[config.mk]
export PLATFORM = sky130hd
export DESIGN_NAME = board_input_port_flat
export DESIGN_NICKNAME = d
export VERILOG_FILES = /design/src/rtl/board_io_pkg.sv /design/src/rtl/board_input_port_if.sv /design/src/rtl/input_debouncer.sv /design/src/rtl/board_input_port.sv /design/src/flat_wrapper.sv
export SDC_FILE = /design/constraint.sdc
export NUM_CORES = 1
export LEC_CHECK = 0
export CORE_UTILIZATION = 38
export CTS_CLUSTER_SIZE = 25
export DETAILED_ROUTE_END_ITERATION = 16
export PLACE_DENSITY = 0.55
export SLEW_MARGIN = 20
export SYNTH_ARGS = -nofsm -noshare
export SYNTH_HDL_FRONTEND = slang
export SYNTH_SLANG_ARGS = --single-unit
[constraint.sdc]
create_clock -name clk -period 7.77 [get_ports clk]
set_input_delay 1.554 -clock clk [delete_from_list [all_inputs] [get_ports clk]]
set_output_delay 1.554 -clock clk [all_outputs]
set_load 0.005 [all_outputs]
[src/rtl/board_io_pkg.sv]
`default_nettype none
// +----------------------------------------------------------------------+
// | board_io_pkg                                                         |
// | Register map, widths and helpers shared by the board input port.     |
// | Revision: 1.0                                                        |
// +----------------------------------------------------------------------+
package board_io_pkg;

   localparam int BIP_DATA_W  = 32;
   localparam int BIP_COUNT_W = 16;
   localparam int BIP_ADDR_W  = 2;

   localparam logic [BIP_ADDR_W-1:0] BIP_ADDR_LEVEL = 2'd0;
   localparam logic [BIP_ADDR_W-1:0] BIP_ADDR_RISE  = 2'd1;
   localparam logic [BIP_ADDR_W-1:0] BIP_ADDR_FALL  = 2'd2;
   localparam logic [BIP_ADDR_W-1:0] BIP_ADDR_COUNT = 2'd3;

   typedef logic [BIP_DATA_W-1:0]  bip_data_t;
   typedef logic [BIP_COUNT_W-1:0] bip_count_t;

   // Number of set bits in a vector of up to 16 inputs.
   function automatic bip_count_t bip_popcount(input logic [15:0] v);
      bip_count_t n;
      n = '0;
      for (int i = 0; i < 16; i++) begin
         n = n + BIP_COUNT_W'(v[i]);
      end
      return n;
   endfunction

endpackage
`default_nettype wire

[src/rtl/board_input_port_if.sv]
`default_nettype none
// +----------------------------------------------------------------------+
// | board_input_port_if                                                  |
// | Read-only register port between the CPU load path and the inputs.    |
// | Revision: 1.0                                                        |
// +----------------------------------------------------------------------+
interface board_input_port_if;
   import board_io_pkg::*;

   logic                  rd_en;
   logic [BIP_ADDR_W-1:0] rd_addr;
   logic [BIP_DATA_W-1:0] rd_data;
   logic                  rd_valid;

   modport master (
      output rd_en,
      output rd_addr,
      input  rd_data,
      input  rd_valid
   );

   modport slave (
      input  rd_en,
      input  rd_addr,
      output rd_data,
      output rd_valid
   );

endinterface
`default_nettype wire

[src/rtl/input_debouncer.sv]
`default_nettype none
// +----------------------------------------------------------------------+
// | input_debouncer                                                      |
// | Two-flop synchronizer plus counter debounce for one raw board input. |
// | Revision: 1.0                                                        |
// +----------------------------------------------------------------------+
module input_debouncer
   import board_io_pkg::*;
#(
   parameter int DEBOUNCE_CYCLES = 50000
)
(
   input  logic clk,
   input  logic reset,
   input  logic pin_i,
   output logic level,
   output logic rise_pulse,
   output logic fall_pulse
);

   localparam int              CNT_W      = $clog2(DEBOUNCE_CYCLES + 1);
   localparam logic [CNT_W-1:0] c_CNT_LAST = CNT_W'(DEBOUNCE_CYCLES - 1);

   logic             sync1_q;
   logic             sync2_q;
   logic             stable_q;
   logic             stable_d;
   logic [CNT_W-1:0] cnt_q;
   logic [CNT_W-1:0] cnt_d;
   logic             differs;
   logic             settle;

   // settle marks the edge on which the counter would reach DEBOUNCE_CYCLES.
   always_comb begin
      differs  = (sync2_q != stable_q);
      settle   = differs && (cnt_q == c_CNT_LAST);
      stable_d = stable_q;
      cnt_d    = '0;
      if (settle) begin
         stable_d = sync2_q;
      end else if (differs) begin
         cnt_d = cnt_q + 1'b1;
      end
   end

   always_ff @(posedge clk) begin
      if (reset) begin
         sync1_q  <= 1'b0;
         sync2_q  <= 1'b0;
         stable_q <= 1'b0;
         cnt_q    <= '0;
      end else begin
         sync1_q  <= pin_i;
         sync2_q  <= sync1_q;
         stable_q <= stable_d;
         cnt_q    <= cnt_d;
      end
   end

   assign level      = stable_q;
   assign rise_pulse = settle &  sync2_q;
   assign fall_pulse = settle & ~sync2_q;

endmodule
`default_nettype wire

[src/rtl/board_input_port.sv]
`default_nettype none
// +----------------------------------------------------------------------+
// | board_input_port                                                     |
// | Debounced buttons/switches with sticky edge flags and press counter, |
// | read through a small register port. BOARD_INPUT_IRQ_EN adds irq.     |
// | Revision: 1.0                                                        |
// +----------------------------------------------------------------------+
module board_input_port
   import board_io_pkg::*;
#(
   parameter int N_IN            = 4,
   parameter int DEBOUNCE_CYCLES = 50000
)
(
   input  logic                clk,
   input  logic                reset,
   input  logic [N_IN-1:0]     pin_in,
   board_input_port_if.slave   bus
`ifdef BOARD_INPUT_IRQ_EN
   ,
   output logic                irq
`endif
);

   logic [N_IN-1:0] level;
   logic [N_IN-1:0] rise_pulse;
   logic [N_IN-1:0] fall_pulse;

   logic [N_IN-1:0] rise_q;
   logic [N_IN-1:0] rise_d;
   logic [N_IN-1:0] fall_q;
   logic [N_IN-1:0] fall_d;
   bip_count_t      count_q;
   bip_count_t      count_d;
   bip_data_t       rd_data_q;
   bip_data_t       rd_data_d;
   logic            rd_valid_q;

   generate
      for (genvar g = 0; g < N_IN; g++) begin : g_bit
         input_debouncer #(
            .DEBOUNCE_CYCLES (DEBOUNCE_CYCLES)
         ) u_debouncer (
            .clk        (clk),
            .reset      (reset),
            .pin_i      (pin_in[g]),
            .level      (level[g]),
            .rise_pulse (rise_pulse[g]),
            .fall_pulse (fall_pulse[g])
         );
      end
   endgenerate

   // A read returns the pre-edge flags; a same-edge event is OR-ed back in after the clear.
   always_comb begin
      rise_d    = rise_q;
      fall_d    = fall_q;
      rd_data_d = rd_data_q;
      if (bus.rd_en) begin
         case (bus.rd_addr)
            BIP_ADDR_LEVEL: rd_data_d = BIP_DATA_W'(level);
            BIP_ADDR_RISE: begin
               rd_data_d = BIP_DATA_W'(rise_q);
               rise_d    = '0;
            end
            BIP_ADDR_FALL: begin
               rd_data_d = BIP_DATA_W'(fall_q);
               fall_d    = '0;
            end
            default:       rd_data_d = BIP_DATA_W'(count_q);
         endcase
      end
      rise_d  = rise_d | rise_pulse;
      fall_d  = fall_d | fall_pulse;
      count_d = count_q + bip_popcount(16'(rise_pulse));
   end

   always_ff @(posedge clk) begin
      if (reset) begin
         rise_q     <= '0;
         fall_q     <= '0;
         count_q    <= '0;
         rd_data_q  <= '0;
         rd_valid_q <= 1'b0;
      end else begin
         rise_q     <= rise_d;
         fall_q     <= fall_d;
         count_q    <= count_d;
         rd_data_q  <= rd_data_d;
         rd_valid_q <= bus.rd_en;
      end
   end

   assign bus.rd_data  = rd_data_q;
   assign bus.rd_valid = rd_valid_q;

`ifdef BOARD_INPUT_IRQ_EN
   logic irq_q;

   always_ff @(posedge clk) begin
      if (reset) begin
         irq_q <= 1'b0;
      end else begin
         irq_q <= |rise_q;
      end
   end

   assign irq = irq_q;
`endif

endmodule
`default_nettype wire
[src/flat_wrapper.sv]
// flat-port wrapper written by rule: the top's interface ports become plain ports
module board_input_port_flat import board_io_pkg::*;
#(
   parameter int N_IN            = 4,
   parameter int DEBOUNCE_CYCLES = 50000
)
  (clk, reset, pin_in, bus_rd_en, bus_rd_addr, bus_rd_data, bus_rd_valid);
  board_input_port_if bus_i ();
  input  logic clk;
  input  logic reset;
  input  logic [N_IN-1:0] pin_in;
  input wire logic [$bits(bus_i.rd_en)-1:0] bus_rd_en;
  input wire logic [$bits(bus_i.rd_addr)-1:0] bus_rd_addr;
  output wire logic [$bits(bus_i.rd_data)-1:0] bus_rd_data;
  output wire logic [$bits(bus_i.rd_valid)-1:0] bus_rd_valid;
  assign bus_i.rd_en = bus_rd_en;
  assign bus_i.rd_addr = bus_rd_addr;
  assign bus_rd_data = bus_i.rd_data;
  assign bus_rd_valid = bus_i.rd_valid;
  board_input_port #(.N_IN(N_IN), .DEBOUNCE_CYCLES(DEBOUNCE_CYCLES)) u_core (.clk(clk), .reset(reset), .pin_in(pin_in), .bus(bus_i));
endmodule
==> impl_metrics.env, run 1 <==
export IMPL_status="complete, no violations"
export IMPL_hold_ws_ns=0.437
export IMPL_core_um2=13300
export IMPL_startpoint="u_core.g_bit[1].u_debouncer.cnt_q[7]$_SDFF_PP0_"
export IMPL_start_util_pct=39.3
export IMPL_routed_via_density=4.81
export IMPL_num_rows=42
export IMPL_synth_warnings=0
export IMPL_drt_wl_total_um=9570
export IMPL_final_common_cell="dfxtp_1"
export IMPL_finalCritPeriodShare_pct=48.6
export IMPL_final_antenna_net_count=0
export IMPL_setup_viol=0
export IMPL_die_area_um2=14300
export IMPL_hpwl_um=6510
export IMPL_antenna_found_initial=0
export IMPL_antennaDiodeCount=0
export IMPL_max_cap_violations=0
export IMPL_total_power_mw=1.43
export IMPL_ctsLongestPathBuffers=2
export IMPL_postCtsHoldBufs=0
export IMPL_grt_pass1_vias=3553
export IMPL_synth_edff_count=0
export IMPL_post_place_ws_ns=3.97
export IMPL_r2r_slack_ns=3.99
export IMPL_end_kind="register"
export IMPL_synthCells=576
export IMPL_post_cts_buffers=0
export IMPL_worstHoldPathCells=1
export IMPL_synth_xor_area_share_pct=10.9
export IMPL_worstHoldStart="u_core.g_bit[0].u_debouncer.sync1_q$_SDFF_PP0_"
export IMPL_cp_arrival_ns=4.06
export IMPL_hold_violations=0
export IMPL_synth_ff_type="dfxtp_1"
export IMPL_tns_ns=0
export IMPL_synth_seq_cells=117
export IMPL_leakage_nw=2.07
export IMPL_fp_dieH_um=119
export IMPL_ir_worst_vdd_mv=0.145
export IMPL_numCtsBuffers=17
export IMPL_cts_sinks=117
export IMPL_period_needed_ns=3.78
export IMPL_grt_use_total_pct=14.6
export IMPL_drtPass1Iterations=4
export IMPL_fmax_ghz=0.265
export IMPL_htreeDepth=4
export IMPL_synth_adder_area_share_pct=2.91
export IMPL_root_buffer="clkbuf_16"
export IMPL_worstSetupPathType="reg -> reg"
export IMPL_nNetsFinal=624
export IMPL_grt_ovfl_total=0
export IMPL_port_buffers=25
export IMPL_dr_first_iter_drc_count=158
export IMPL_worstPathMaxFanout=7
export IMPL_area_growth_pct=17.9
export IMPL_r2r_start="u_core.g_bit[1].u_debouncer.cnt_q[7]$_SDFF_PP0_"
export IMPL_required_ns=8.05
export IMPL_worstSetupStartpointType="register"
export IMPL_synth_cell_types=45
export IMPL_min_delay_path_class="reg -> reg"
export IMPL_setup_ws_ns=3.99
export IMPL_vias=3811
export IMPL_min_to="u_core.g_bit[0].u_debouncer.sync2_q$_SDFF_PP0_"
export IMPL_wire_per_inst_um=12.1
export IMPL_yosys_area_share_simple_pct=28.3
export IMPL_die_x_um=119
export IMPL_mostFrequentLayoutCells="dfxtp_1, nor2_1, xnor2_1"
export IMPL_synth_top_family_by_area="simple AND/OR/NAND/NOR gates"
export IMPL_grt_max_degree=61
export IMPL_p_per_area_nw_per_um2=232
export IMPL_grt_pass1_wl_um=16500
export IMPL_synth_compound_area_share_pct=3.99
export IMPL_fillers=1294
export IMPL_postSynth_asyncResetShare_pct=0
export IMPL_drv_slew=0
export IMPL_cts_tree="done"
export IMPL_clk_latency_ns=0.41
export IMPL_synth_yosys_seq_area_share_pct=44.7
export IMPL_pin_count=42
export IMPL_slew_headroom_pct=40.9
export IMPL_worst_slew_pin_slew_ns=0.884
export IMPL_worstReg2RegEnd="u_core.count_q[12]$_SDFF_PP0_"
export IMPL_clk_pin_slew_ns=0.05
export IMPL_cts_resized=0
export IMPL_fin_skew_ns=0.0112
export IMPL_synth_area_mux_share_pct=3.68
export IMPL_gp_congestion=0.760
export IMPL_syn_area_um2=5240
export IMPL_drive_gt1_share_pct=7.94
export IMPL_synth_avg_cell_area_um2=9.10
export IMPL_drc=0
export IMPL_worstRegToRegCells=13
export IMPL_rsz0062_at_grt="no"
## final cells by class
type | count | area (um2) | share of cell area [%]
multi-input combinational | 422 | 2670 | 43.2
sequential | 117 | 2340 | 37.9
timing repair buffer | 26 | 253 | 4.09
inverter | 20 | 75.1 | 1.22
tap | 176 | 220 | 3.57
clock inverter | 9 | 123 | 1.99
clock buffer | 23 | 498 | 8.06
## Yosys cell counts (all sizes together) (4+ instances only)
cell type  instances  area [um2]
and3               8        50.1
ha                 9         113
xnor2             51         447
mux2i              8        80.1
nand2             26        97.6
nor2b             28         175
inv               20        75.1
nor2             103         387
o21ai              5        25.0
buf               20         169
nor4              14         118
nor3              20         100
dfxtp            117        2340
clkbuf            12        45.0
or3                7        43.8
a21oi             25         125
nand3             22         110
a32oi              4        35.0
xor2              14         123
or4b               4        47.6
nor4bb             4        40.0
nand4             19         125
mux4               4        90.1
## power by group
group	internal, mW	switching (mW)	total, mW	leakage [nW]
clock network	0.544	0.261	0.805	0.309
registers	0.604	0.00196	0.606	0.944
logic	0.00810	0.0151	0.0232	0.822
total	1.16	0.278	1.43	2.07
## cell families after synthesis
logic type      after synthesis
simple gates                279
flops                       117
xor+xnor                     65
buf+inv                      52
compound gates               37
mux                          14
fa+ha+maj                    11
other cells                   1
## state kept, by name (all words and copies together), names as in the netlist
name and flops:
u_core.bus.rd_data 16, u_core.bus.rd_valid 1, u_core.count_q 16, u_core.fall_q 4
u_core.g_bit.u_debouncer.cnt_q 64, u_core.g_bit.u_debouncer.level 4, u_core.g_bit.u_debouncer.sync1_q 4, u_core.g_bit.u_debouncer.sync2_q 4
u_core.rise_q 4
## metrics by stage
| step | util (%) | area [um2] | cells |
|---|---|---|---|
| after CTS | 46.3 | 6180 | 793 |
| final | 46.3 | 6180 | 793 |
| after floorplan | - | 5300 | 591 |
| after global routing | 46.3 | 6180 | 793 |
| after detailed placement | 41.6 | 5560 | 761 |
| after global placement | 41.6 | 5560 | 761 |
## critical path, stage by stage, from the launching register on
cell     delay [ns]
dfxtp_1        0.34
or4b_4         0.55
nor4_4         0.39
and3_1         0.22
ha_1           0.14
inv_1          0.05
fa_1           0.49
inv_1          0.04
ha_1           0.22
fa_1           0.40
a21oi_1        0.46
nor4_1         0.12
xnor2_1        0.18
nor2_1         0.05
## worst max-delay path by stage
| stage | cells past startpoint | slack, ns | end |
|---|---|---|---|
| 2_1_floorplan | 13 | 4.33 | u_core.count_q[14]$_SDFF_PP0_ |
| 3_3_place_gp | 13 | 4.04 | u_core.count_q[14]$_SDFF_PP0_ |
| 3_5_place_dp | 13 | 3.97 | u_core.count_q[12]$_SDFF_PP0_ |
| 4_1_cts | 13 | 3.97 | u_core.count_q[12]$_SDFF_PP0_ |
| 5_1_grt | 14 | 3.75 | u_core.count_q[8]$_SDFF_PP0_ |
| 6_report | 13 | 3.99 | u_core.count_q[12]$_SDFF_PP0_ |
## per-layer routing
layer | share of wire, % | wire (um) | track usage (%) | up-vias
met4 | 0.74 | 71 | 5.39 | 0
met2 | 46 | 4370 | 22.5 | 43
met1 | 50 | 4820 | 18.7 | 1773
li1 | - | - | - | 1990
met3 | 3.2 | 305 | 5.12 | 5
met5 | 0 | 0 | 0 | -
No activity file was read; power rests on OpenSTA's default activity.
==> run 2: changes to the inputs <==
- PLACE_DENSITY: 0.55 -> 0.57
- clock period: 7.77 -> 3.3 ns (I/O delays scaled with it)
==> impl_metrics.env, run 2 (same netlist as run 1, synthesis figures left out) <==
export IMPL_drtPass1Iterations=4
export IMPL_max_stage_delay_ns=0.54
export IMPL_gp_congestion=0.780
export IMPL_fp_dieH_um=119
export IMPL_worst_path_buf_inv=2
export IMPL_cp_arrival_ns=3.49
export IMPL_drt_wl_total_um=10200
export IMPL_area_growth_pct=24.3
export IMPL_grt_use_total_pct=16.1
export IMPL_worstSetupStartpointType="register"
export IMPL_cts_tree="done"
export IMPL_clk_latency_ns=0.42
export IMPL_rsz0062_at_grt="yes"
export IMPL_port_buffers=25
export IMPL_min_delay_path_class="reg -> reg"
export IMPL_worst_slew_pin_slew_ns=0.534
export IMPL_grt_pass1_wl_um=18100
export IMPL_end_kind="register"
export IMPL_drc=0
export IMPL_largest_register="u_core.g_bit.u_debouncer.cnt_q"
export IMPL_htreeDepth=4
export IMPL_max_cap_violations=0
export IMPL_drive_gt1_share_pct=15.6
export IMPL_gr_max_usage_layer="met2"
export IMPL_die_x_um=119
export IMPL_grt_pass1_vias=3963
export IMPL_p_per_area_nw_per_um2=488
export IMPL_crit_chain="or4b_4 > nor4_4 > and3_4 > ha_1 > inv_1 > fa_1 > inv_2 > ha_4 > fa_2 > a21oi_4 > nor3_1 > xnor2_1 > nor2_1"
export IMPL_numCtsBuffers=17
export IMPL_mostFrequentLayoutCells="dfxtp_1, nor2_1, xnor2_1"
export IMPL_routed_via_density=4.83
export IMPL_core_um2=13300
export IMPL_ir_worst_vdd_mv=0.320
export IMPL_crit_family="simple AND/OR/NAND/NOR gates"
export IMPL_largest_register_ffs=64
export IMPL_leakage_nw=2.28
export IMPL_start_util_pct=39.3
export IMPL_finalCoreUtilization_pct=48.8
export IMPL_cts_sinks=117
export IMPL_required_ns=3.60
export IMPL_setup_viol=0
export IMPL_num_rows=42
export IMPL_period_needed_ns=3.19
export IMPL_hold_violations=0
export IMPL_grt_ovfl_total=0
export IMPL_ctsLongestPathBuffers=2
export IMPL_finalCritPeriodShare_pct=96.6
export IMPL_final_antenna_net_count=0
export IMPL_antennaDiodeCount=0
export IMPL_fin_skew_ns=0.0103
export IMPL_setup_ws_ns=0.112
export IMPL_wire_per_inst_um=12.2
export IMPL_status="complete, no violations"
export IMPL_die_area_um2=14300
export IMPL_vias=4040
export IMPL_grt_max_degree=31
export IMPL_fmax_ghz=0.314
export IMPL_antenna_found_initial=0
export IMPL_clk_pin_slew_ns=0.05
export IMPL_fin_cells=837
export IMPL_dr_first_iter_drc_count=161
export IMPL_worstPathMaxFanout=7
export IMPL_root_buffer="clkbuf_16"
export IMPL_postCtsHoldBufs=0
export IMPL_tns_ns=0
export IMPL_total_power_mw=3.18
export IMPL_pin_count=42
export IMPL_drv_slew=0
export IMPL_worstSetupPathType="reg -> reg"
export IMPL_use_met1_pct=20.2
export IMPL_use_met3_pct=4.45
export IMPL_met2_usage_pct=25.0
export IMPL_placed_cells=806
export IMPL_slowest_stage="or4b_4"
export IMPL_post_place_ws_ns=-0.120
export IMPL_hpwl_um=7040
export IMPL_final_common_cell="dfxtp_1"
export IMPL_slew_headroom_pct=64.4
export IMPL_nNetsFinal=671
## run 2: area by class of cell
cell class                      instances  area, um2
Inverter                               20       75.1
Multi-Input combinational cell        422       2730
Clock buffer                           24        492
Timing Repair Buffer                   73        606
Clock inverter                          5       50.0
Sequential cell                       117       2340
Tap cell                              176        220
Fill cell                            1280       6830
## run 2: power breakdown
group / total, mW / internal (mW) / switching [mW] / leakage (nW)
logic: 0.0596 / 0.0218 / 0.0379 / 1.07
clock network: 1.69 / 1.09 / 0.600 / 0.272
registers: 1.43 / 1.42 / 0.00408 / 0.945
## run 2: what timing repair did
item,4_1_cts,5_1_grt
resized for setup,3,6
pin swaps,2,1
setup buffers,1,1
setup endpoints to repair,7,7
## run 2: path summary, 6_finish.rpt
| kind | end | slack [ns] | from | cells past startpoint |
|---|---|---|---|---|
| min | u_core.g_bit[1].u_debouncer.sync2_q$_SDFF_PP0_ | 0.44 | u_core.g_bit[1].u_debouncer.sync1_q$_SDFF_PP0_ | 1 |
| min reg2reg | u_core.g_bit[1].u_debouncer.sync2_q$_SDFF_PP0_ | 0.44 | u_core.g_bit[1].u_debouncer.sync1_q$_SDFF_PP0_ | 1 |
| max reg2reg | u_core.count_q[8]$_SDFF_PP0_ | 0.11 | u_core.g_bit[1].u_debouncer.cnt_q[12]$_SDFF_PP0_ | 13 |
| max | u_core.count_q[8]$_SDFF_PP0_ | 0.11 | u_core.g_bit[1].u_debouncer.cnt_q[12]$_SDFF_PP0_ | 13 |
## run 2: through the flow
stage / instance area, um2 / hold slack (ns)
detailed placement: 5910 / 0.430
global route: 6520 / 0.467
finish: 6520 / 0.437
floorplan: 5320 / 0.414
global placement: 5910 / 0.426
CTS: 6480 / 0.444
## run 2: layer usage
metal / routed length (um) / up-vias
li1: - / 2083
met1: 5020 / 1874
met2: 4610 / 68
met3: 343 / 15
met4: 211 / 0
met5: 0 / -
